`src/rtl/fetch_pkg.sv`:
```
`default_nettype none
// ============================================================================
// Module   : fetch_pkg
// Brief    : Shared widths, reset PC, NOP encoding and the buffered fetch entry.
// Revision : 1.0 - initial release
// ============================================================================
package fetch_pkg;

    localparam int              XLEN             = 32;
    localparam logic [XLEN-1:0] DEFAULT_RESET_PC = 32'h0000_0000;
    localparam logic [XLEN-1:0] NOP_INST         = 32'h0000_0013;

    typedef struct packed {
        logic [XLEN-1:0] pc;
        logic [XLEN-1:0] inst;
    } fetch_entry_t;

    function automatic logic [XLEN-1:0] pc_plus4(input logic [XLEN-1:0] pc);
        return pc + 32'd4;
    endfunction

endpackage
`default_nettype wire

```
`src/rtl/fetch_sync_fifo.sv`:
```
`default_nettype none
// ============================================================================
// Module   : fetch_sync_fifo
// Brief    : Parameterised synchronous FIFO with clear and occupancy count;
//            push and pop in the same cycle are accepted even when full.
// Revision : 1.0 - initial release
// ============================================================================
module fetch_sync_fifo #(
    parameter  int WIDTH = 64,
    parameter  int DEPTH = 4,
    localparam int CW    = $clog2(DEPTH + 1)
) (
    input  logic             clk,
    input  logic             rst,
    input  logic             clr,
    input  logic             push,
    input  logic [WIDTH-1:0] push_data,
    input  logic             pop,
    output logic [WIDTH-1:0] pop_data,
    output logic [CW-1:0]    count
);

    localparam int AW = (DEPTH > 1) ? $clog2(DEPTH) : 1;

    logic [WIDTH-1:0] r_mem [DEPTH];
    logic [AW-1:0]    r_wr_ptr;
    logic [AW-1:0]    r_rd_ptr;
    logic [CW-1:0]    r_count;
    logic             w_full;
    logic             w_do_push;
    logic             w_do_pop;

    function automatic logic [AW-1:0] ptr_inc(input logic [AW-1:0] p);
        return (p == AW'(DEPTH - 1)) ? '0 : p + AW'(1);
    endfunction

    assign w_full    = (r_count == CW'(DEPTH));
    assign w_do_pop  = pop && (r_count != '0);
    // A simultaneous pop frees the slot, so a push at full is still taken.
    assign w_do_push = push && (!w_full || w_do_pop);

    always_ff @(posedge clk or posedge rst) begin
        if (rst) begin
            r_wr_ptr <= '0;
            r_rd_ptr <= '0;
            r_count  <= '0;
        end else if (clr) begin
            r_wr_ptr <= '0;
            r_rd_ptr <= '0;
            r_count  <= '0;
        end else begin
            if (w_do_push) r_wr_ptr <= ptr_inc(r_wr_ptr);
            if (w_do_pop)  r_rd_ptr <= ptr_inc(r_rd_ptr);
            if (w_do_push && !w_do_pop)
                r_count <= r_count + CW'(1);
            else if (!w_do_push && w_do_pop)
                r_count <= r_count - CW'(1);
        end
    end

    always_ff @(posedge clk) begin
        if (w_do_push) r_mem[r_wr_ptr] <= push_data;
    end

    assign pop_data = r_mem[r_rd_ptr];
    assign count    = r_count;

endmodule
`default_nettype wire

```
`src/rtl/inst_fetch_buffer.sv`:
```
`default_nettype none
// ============================================================================
// Module   : inst_fetch_buffer
// Brief    : Fetch front-end: sequential PC generation, pipelined memory
//            requests, response FIFO and redirect flush. Optional feature
//            macro: FETCH_MISALIGN_CHECK_EN (sticky misaligned-target flag).
// Revision : 1.0 - initial release
// ============================================================================
module inst_fetch_buffer
    import fetch_pkg::*;
#(
    parameter int              DEPTH           = 4,
    parameter int              MAX_OUTSTANDING = 2,
    parameter logic [XLEN-1:0] RESET_PC        = DEFAULT_RESET_PC
) (
    input  logic            clk,
    input  logic            rst,
    input  logic            redirect_valid,
    input  logic [XLEN-1:0] redirect_pc,
    output logic            mem_req_valid,
    input  logic            mem_req_ready,
    output logic [XLEN-1:0] mem_req_addr,
    input  logic            mem_rsp_valid,
    input  logic [XLEN-1:0] mem_rsp_data,
`ifdef FETCH_MISALIGN_CHECK_EN
    output logic            fetch_misalign,
`endif
    output logic            inst_valid,
    input  logic            inst_ready,
    output logic [XLEN-1:0] inst_data,
    output logic [XLEN-1:0] inst_pc,
    output logic [XLEN-1:0] inst_pcplus4
);

    localparam int FCW = $clog2(DEPTH + 1);
    localparam int TCW = $clog2(MAX_OUTSTANDING + 1);

    logic [XLEN-1:0] r_fetch_pc;
    logic [TCW-1:0]  r_drop_cnt;
    logic [FCW-1:0]  w_fifo_count;
    logic [TCW-1:0]  w_tag_count;
    logic [XLEN-1:0] w_tag_pc;
    fetch_entry_t    w_head;
    fetch_entry_t    w_rsp_entry;
    logic [31:0]     w_occupancy;
    logic            w_fetch_block;
    logic            w_req_fire;
    logic            w_rsp_keep;
    logic            w_deq;
    logic            w_nonempty;

    // Stale in-flight words still count as outstanding but will never land.
    assign w_occupancy = 32'(w_fifo_count) + 32'(w_tag_count) - 32'(r_drop_cnt);

    assign mem_req_valid = !rst && !redirect_valid && !w_fetch_block
                         && (32'(w_tag_count) < 32'(MAX_OUTSTANDING))
                         && (w_occupancy < 32'(DEPTH));
    assign mem_req_addr  = r_fetch_pc;
    assign w_req_fire    = mem_req_valid && mem_req_ready;

    assign w_rsp_keep  = mem_rsp_valid && (r_drop_cnt == '0) && !redirect_valid;
    assign w_rsp_entry = fetch_entry_t'{pc: w_tag_pc, inst: mem_rsp_data};

    assign w_nonempty = (w_fifo_count != '0);
    assign inst_valid = w_nonempty && !redirect_valid;
    assign w_deq      = inst_valid && inst_ready;

    assign inst_data    = w_nonempty ? w_head.inst       : '0;
    assign inst_pc      = w_nonempty ? w_head.pc         : '0;
    assign inst_pcplus4 = w_nonempty ? pc_plus4(w_head.pc) : '0;

    always_ff @(posedge clk or posedge rst) begin
        if (rst)
            r_fetch_pc <= RESET_PC;
        else if (redirect_valid)
            r_fetch_pc <= {redirect_pc[XLEN-1:2], 2'b00};
        else if (w_req_fire)
            r_fetch_pc <= pc_plus4(r_fetch_pc);
    end

    always_ff @(posedge clk or posedge rst) begin
        if (rst)
            r_drop_cnt <= '0;
        else if (redirect_valid)
            r_drop_cnt <= w_tag_count - TCW'(mem_rsp_valid);
        else if (mem_rsp_valid && (r_drop_cnt != '0))
            r_drop_cnt <= r_drop_cnt - TCW'(1);
    end

`ifdef FETCH_MISALIGN_CHECK_EN
    logic r_misalign;

    always_ff @(posedge clk or posedge rst) begin
        if (rst)
            r_misalign <= 1'b0;
        else if (redirect_valid && (redirect_pc[1:0] != 2'b00))
            r_misalign <= 1'b1;
    end

    assign fetch_misalign = r_misalign;
    assign w_fetch_block  = r_misalign;
`else
    logic [1:0] w_unused_pc_lo;

    assign w_unused_pc_lo = redirect_pc[1:0];
    assign w_fetch_block  = 1'b0;
`endif

    // Tag queue is never flushed: dropped responses must still retire their tag.
    fetch_sync_fifo #(
        .WIDTH (XLEN),
        .DEPTH (MAX_OUTSTANDING)
    ) u_tag_q (
        .clk       (clk),
        .rst       (rst),
        .clr       (1'b0),
        .push      (w_req_fire),
        .push_data (r_fetch_pc),
        .pop       (mem_rsp_valid),
        .pop_data  (w_tag_pc),
        .count     (w_tag_count)
    );

    fetch_sync_fifo #(
        .WIDTH ($bits(fetch_entry_t)),
        .DEPTH (DEPTH)
    ) u_inst_q (
        .clk       (clk),
        .rst       (rst),
        .clr       (redirect_valid),
        .push      (w_rsp_keep),
        .push_data (w_rsp_entry),
        .pop       (w_deq),
        .pop_data  (w_head),
        .count     (w_fifo_count)
    );

endmodule
`default_nettype wire

```
`config.mk`:
```
export PLATFORM = sky130hd
export DESIGN_NAME = inst_fetch_buffer
export DESIGN_NICKNAME = d
export VERILOG_FILES = /design/src/rtl/fetch_pkg.sv /design/src/rtl/fetch_sync_fifo.sv /design/src/rtl/inst_fetch_buffer.sv
export SDC_FILE = /design/constraint.sdc
export NUM_CORES = 1
export LEC_CHECK = 0
export BUFFER_PORTS_ARGS = -buffer_cell sky130_fd_sc_hd__buf_2
export CAP_MARGIN = 20
export CORE_ASPECT_RATIO = 0.7
export CORE_MARGIN = 2
export CORE_UTILIZATION = 65
export CTS_BUF_LIST = sky130_fd_sc_hd__clkbuf_8
export DETAILED_ROUTE_END_ITERATION = 10
export PLACE_DENSITY_LB_ADDON = 0.15
export SETUP_SLACK_MARGIN = 0.05
export SYNTH_ARGS = -nofsm -noshare
export SYNTH_HDL_FRONTEND = slang
export SYNTH_SLANG_ARGS = --single-unit
```
`constraint.sdc`:
```
create_clock -name clk -period 13 [get_ports clk]
set_input_delay 0.65 -clock clk [delete_from_list [all_inputs] [get_ports clk]]
set_output_delay 0.65 -clock clk [all_outputs]
set_load 0.01 [all_outputs]
```
==> reports/qor.yml <==
cts-buffers-inserted: 51
cts_setup_buffers: 0
h-tree-depth: 2
netlist_area_mm2: 0.0153
max-cap-violations: 0
gr-max-usage-layer: "met2"
max_clock_freq_ghz: 0.202
worst_setup_hold_path_clk_slew_ps: 70
hold_class: "input pin to async pin"
globalRouteMet1Util: 0.396
postCtsHoldBufs: 0
first_global_vias: 8883
post-synth-top-count-cell: "sky130_fd_sc_hd__edfxtp_1"
timing.critical_path.required_ps: 12350
post-dp-hpwl_um: 20700
clock-skew-final_ps: 12.9
final_cell_count_no_fill: 1510
yosysWarningCount: 0
synth-seq-area-share: 0.676
worst_slew_margin_rel: 0.335
crit_type: "register to primary output"
num_rows: 46
fin_ws_ps: 8040
post_route_fraction_of_the_period_consumed_by_the_critical_path: 0.381
final_layout_size_suffix_gt1_frac: 0.311
number_of_instances_in_the_synthesized_netlist: 945
global_route_wire_length_before_repair_um: 50300
synth.largest_area_cell: "sky130_fd_sc_hd__edfxtp_1"
cp_max_fo: 44
yosysUniqueCellTypes: 59
cts.root.buffer_cell: "sky130_fd_sc_hd__clkbuf_8"
total_clock_sinks: 351
detail_route.wl_per_cell_um: 21.5
postLayoutCoreUtil: 0.760
yosysTopAreaCellShare: 0.606
timing.final.setup_violations: 0
floorplan.io_pins: 200
grt_setup_unrepaired: "false"
synth-async-reset-ratio: 0.123
num-nets-final: 1242
endpoint_kind: "primary output"
ant_nets: 0
postSynthRegisterBits: 351
grt_antenna_before_repair: 0
timing_max_transition_violations_final: 0
clock_buffer_depth: 3
track_usage: 0.264
route.vias.total: 9201
detailedRoute.firstPassIterationCount: 5
synth.area.top_cells: "sky130_fd_sc_hd__edfxtp_1 61%, sky130_fd_sc_hd__mux4_2 8.6%, sky130_fd_sc_hd__dfrtp_1 7.0%"
outcome: "finished, final reports clean"
floorplan.die.height_um: 132
coreArea_mm2: 0.0228
quantity_of_i_o_buffers_inserted_on_ports: 191
syn_area_per_cell_um2: 16.2
aggregate_negative_setup_slack_ps: 0
use_met2: 0.400
clock_latency_at_the_later_pin_of_the_worst_skew_pair_ps: 570
finalCriticalPeriod_ps: 4960
cp_data_arrival_time_ps: 4310
drc: 0
p_leak_nw: 6.32
place_congestion: 0.868
initial_utilization: 0.668
cts_tree: "built"
drt-initial-drc-count: 835
route.detailed.vias_per_inst: 6.09
grt_max_degree: 63
tightestPinTransition_ps: 991
ir_worst_vdd_mv: 0.106
overall_routed_net_length_um: 32500
final_hold_violations: 0
die_width_um: 187
use_met3: 0.0647
grt_remaining_overflow: 0
design.die.area_mm2: 0.0248
timing.critical_path.from_type: "register"
powerDensity_mw_per_mm2: 183
postCtsResizedCells: 0
synth_top_flop_cell: "sky130_fd_sc_hd__edfxtp_1"
synth_enable_flop_cells: 308
post_place_worst_slack_ps: 8590
synth.cells.most_frequent: "308 x sky130_fd_sc_hd__edfxtp_1, 68 x sky130_fd_sc_hd__and2_1, 58 x sky130_fd_sc_hd__mux4_2"
area_growth_pct: 13.8
dpl.cell_count: 1415
flip-flops by register name, indices dropped and copies added, names as in the netlist:
register           count
u_inst_q.r_wr_ptr      2
u_inst_q.r_mem       248
u_tag_q.r_rd_ptr       1
mem_req_addr          30
u_tag_q.r_mem         60
u_tag_q.r_wr_ptr       1
r_drop_cnt             2
u_tag_q.count          2
u_inst_q.r_rd_ptr      2
u_inst_q.count         3
per-stage QoR:
step	hold WS [ps]	total power, mW	area, µm²
after floorplan	460	2.07	15300
after global placement	495	2.40	16500
after detailed placement	502	2.42	16500
after CTS	220	3.20	17400
after global routing	262	3.34	17400
final	213	3.19	17400
worst max-delay path, stage by stage (launching register included):
cell	delay (ps)
sky130_fd_sc_hd__dfrtp_4	700
sky130_fd_sc_hd__buf_4	750
sky130_fd_sc_hd__mux4_2	510
sky130_fd_sc_hd__ha_1	260
sky130_fd_sc_hd__and3_1	350
sky130_fd_sc_hd__nand4_1	330
sky130_fd_sc_hd__nor3_1	310
sky130_fd_sc_hd__mux2_1	340
sky130_fd_sc_hd__buf_2	150
cell type report:
cell class / instances / area (µm²)
Antenna cell: 1 / 2.50
Clock buffer: 55 / 757
Clock inverter: 39 / 159
Fill cell: 1407 / 5470
Inverter: 33 / 124
Multi-Input combinational cell: 515 / 4560
Sequential cell: 351 / 10300
Tap cell: 312 / 390
Timing Repair Buffer: 204 / 1050
path summary, 6_finish.rpt:
| kind | depth (start not counted) | slack [ps] | end | start |
|---|---|---|---|---|
| hold reg to reg | 1 | 510 | u_tag_q.r_wr_ptr | u_tag_q.r_wr_ptr |
| max in group asynchronous | 3 | 12310 | u_inst_q.r_rd_ptr[0] | rst |
| hold / removal | 3 | 210 | mem_req_addr[5] | rst |
| setup / recovery | 8 | 8040 | inst_pcplus4[22] | u_inst_q.r_rd_ptr[0] |
| setup reg to reg | 9 | 8850 | u_tag_q.r_mem[1][16] | u_inst_q.count[1] |
| min in group clk | 3 | 290 | mem_req_addr[3] | redirect_pc[3] |
cells by family (layout without fill, tap and decap cells):
| logic type | Yosys count | in the layout | synth area share |
|---|---|---|---|
| flops | 351 | 351 | 0.676 |
| simple gates | 271 | 271 | 0.0981 |
| mux | 116 | 116 | 0.131 |
| compound gates | 84 | 84 | 0.0400 |
| buf+inv | 84 | 331 | 0.0276 |
| xor+xnor | 22 | 22 | 0.0126 |
| fa+ha+maj | 16 | 16 | 0.0141 |
| other cells | 1 | 7 | 0.000246 |
power by group:
group | internal, mW | switching, mW
Combinational | 0.426 | 0.567
Clock | 0.389 | 0.397
Sequential | 1.33 | 0.0810
Total | 2.14 | 1.04
layer usage:
layer / part of all wire / routed length [µm]
met5: 0 / 0
met4: 0.014 / 455
met3: 0.089 / 2900
met2: 0.46 / 15100
met1: 0.43 / 14000
cells in the final DEF (no fill, tap or decap), types with 13 or more instances in the layout:
master	n
sky130_fd_sc_hd__ha_1	14
sky130_fd_sc_hd__nor2_1	42
sky130_fd_sc_hd__xnor2_1	19
sky130_fd_sc_hd__mux4_2	58
sky130_fd_sc_hd__buf_2	191
sky130_fd_sc_hd__nand2_1	41
sky130_fd_sc_hd__a21oi_1	19
sky130_fd_sc_hd__clkbuf_8	55
sky130_fd_sc_hd__o31ai_1	13
sky130_fd_sc_hd__mux2_2	34
sky130_fd_sc_hd__nand3_1	34
sky130_fd_sc_hd__and2_1	63
sky130_fd_sc_hd__buf_4	13
sky130_fd_sc_hd__edfxtp_1	308
sky130_fd_sc_hd__dfrtp_1	41
sky130_fd_sc_hd__nor3_1	16
sky130_fd_sc_hd__inv_1	58
Note: power is estimated with default switching activity, not from simulation.
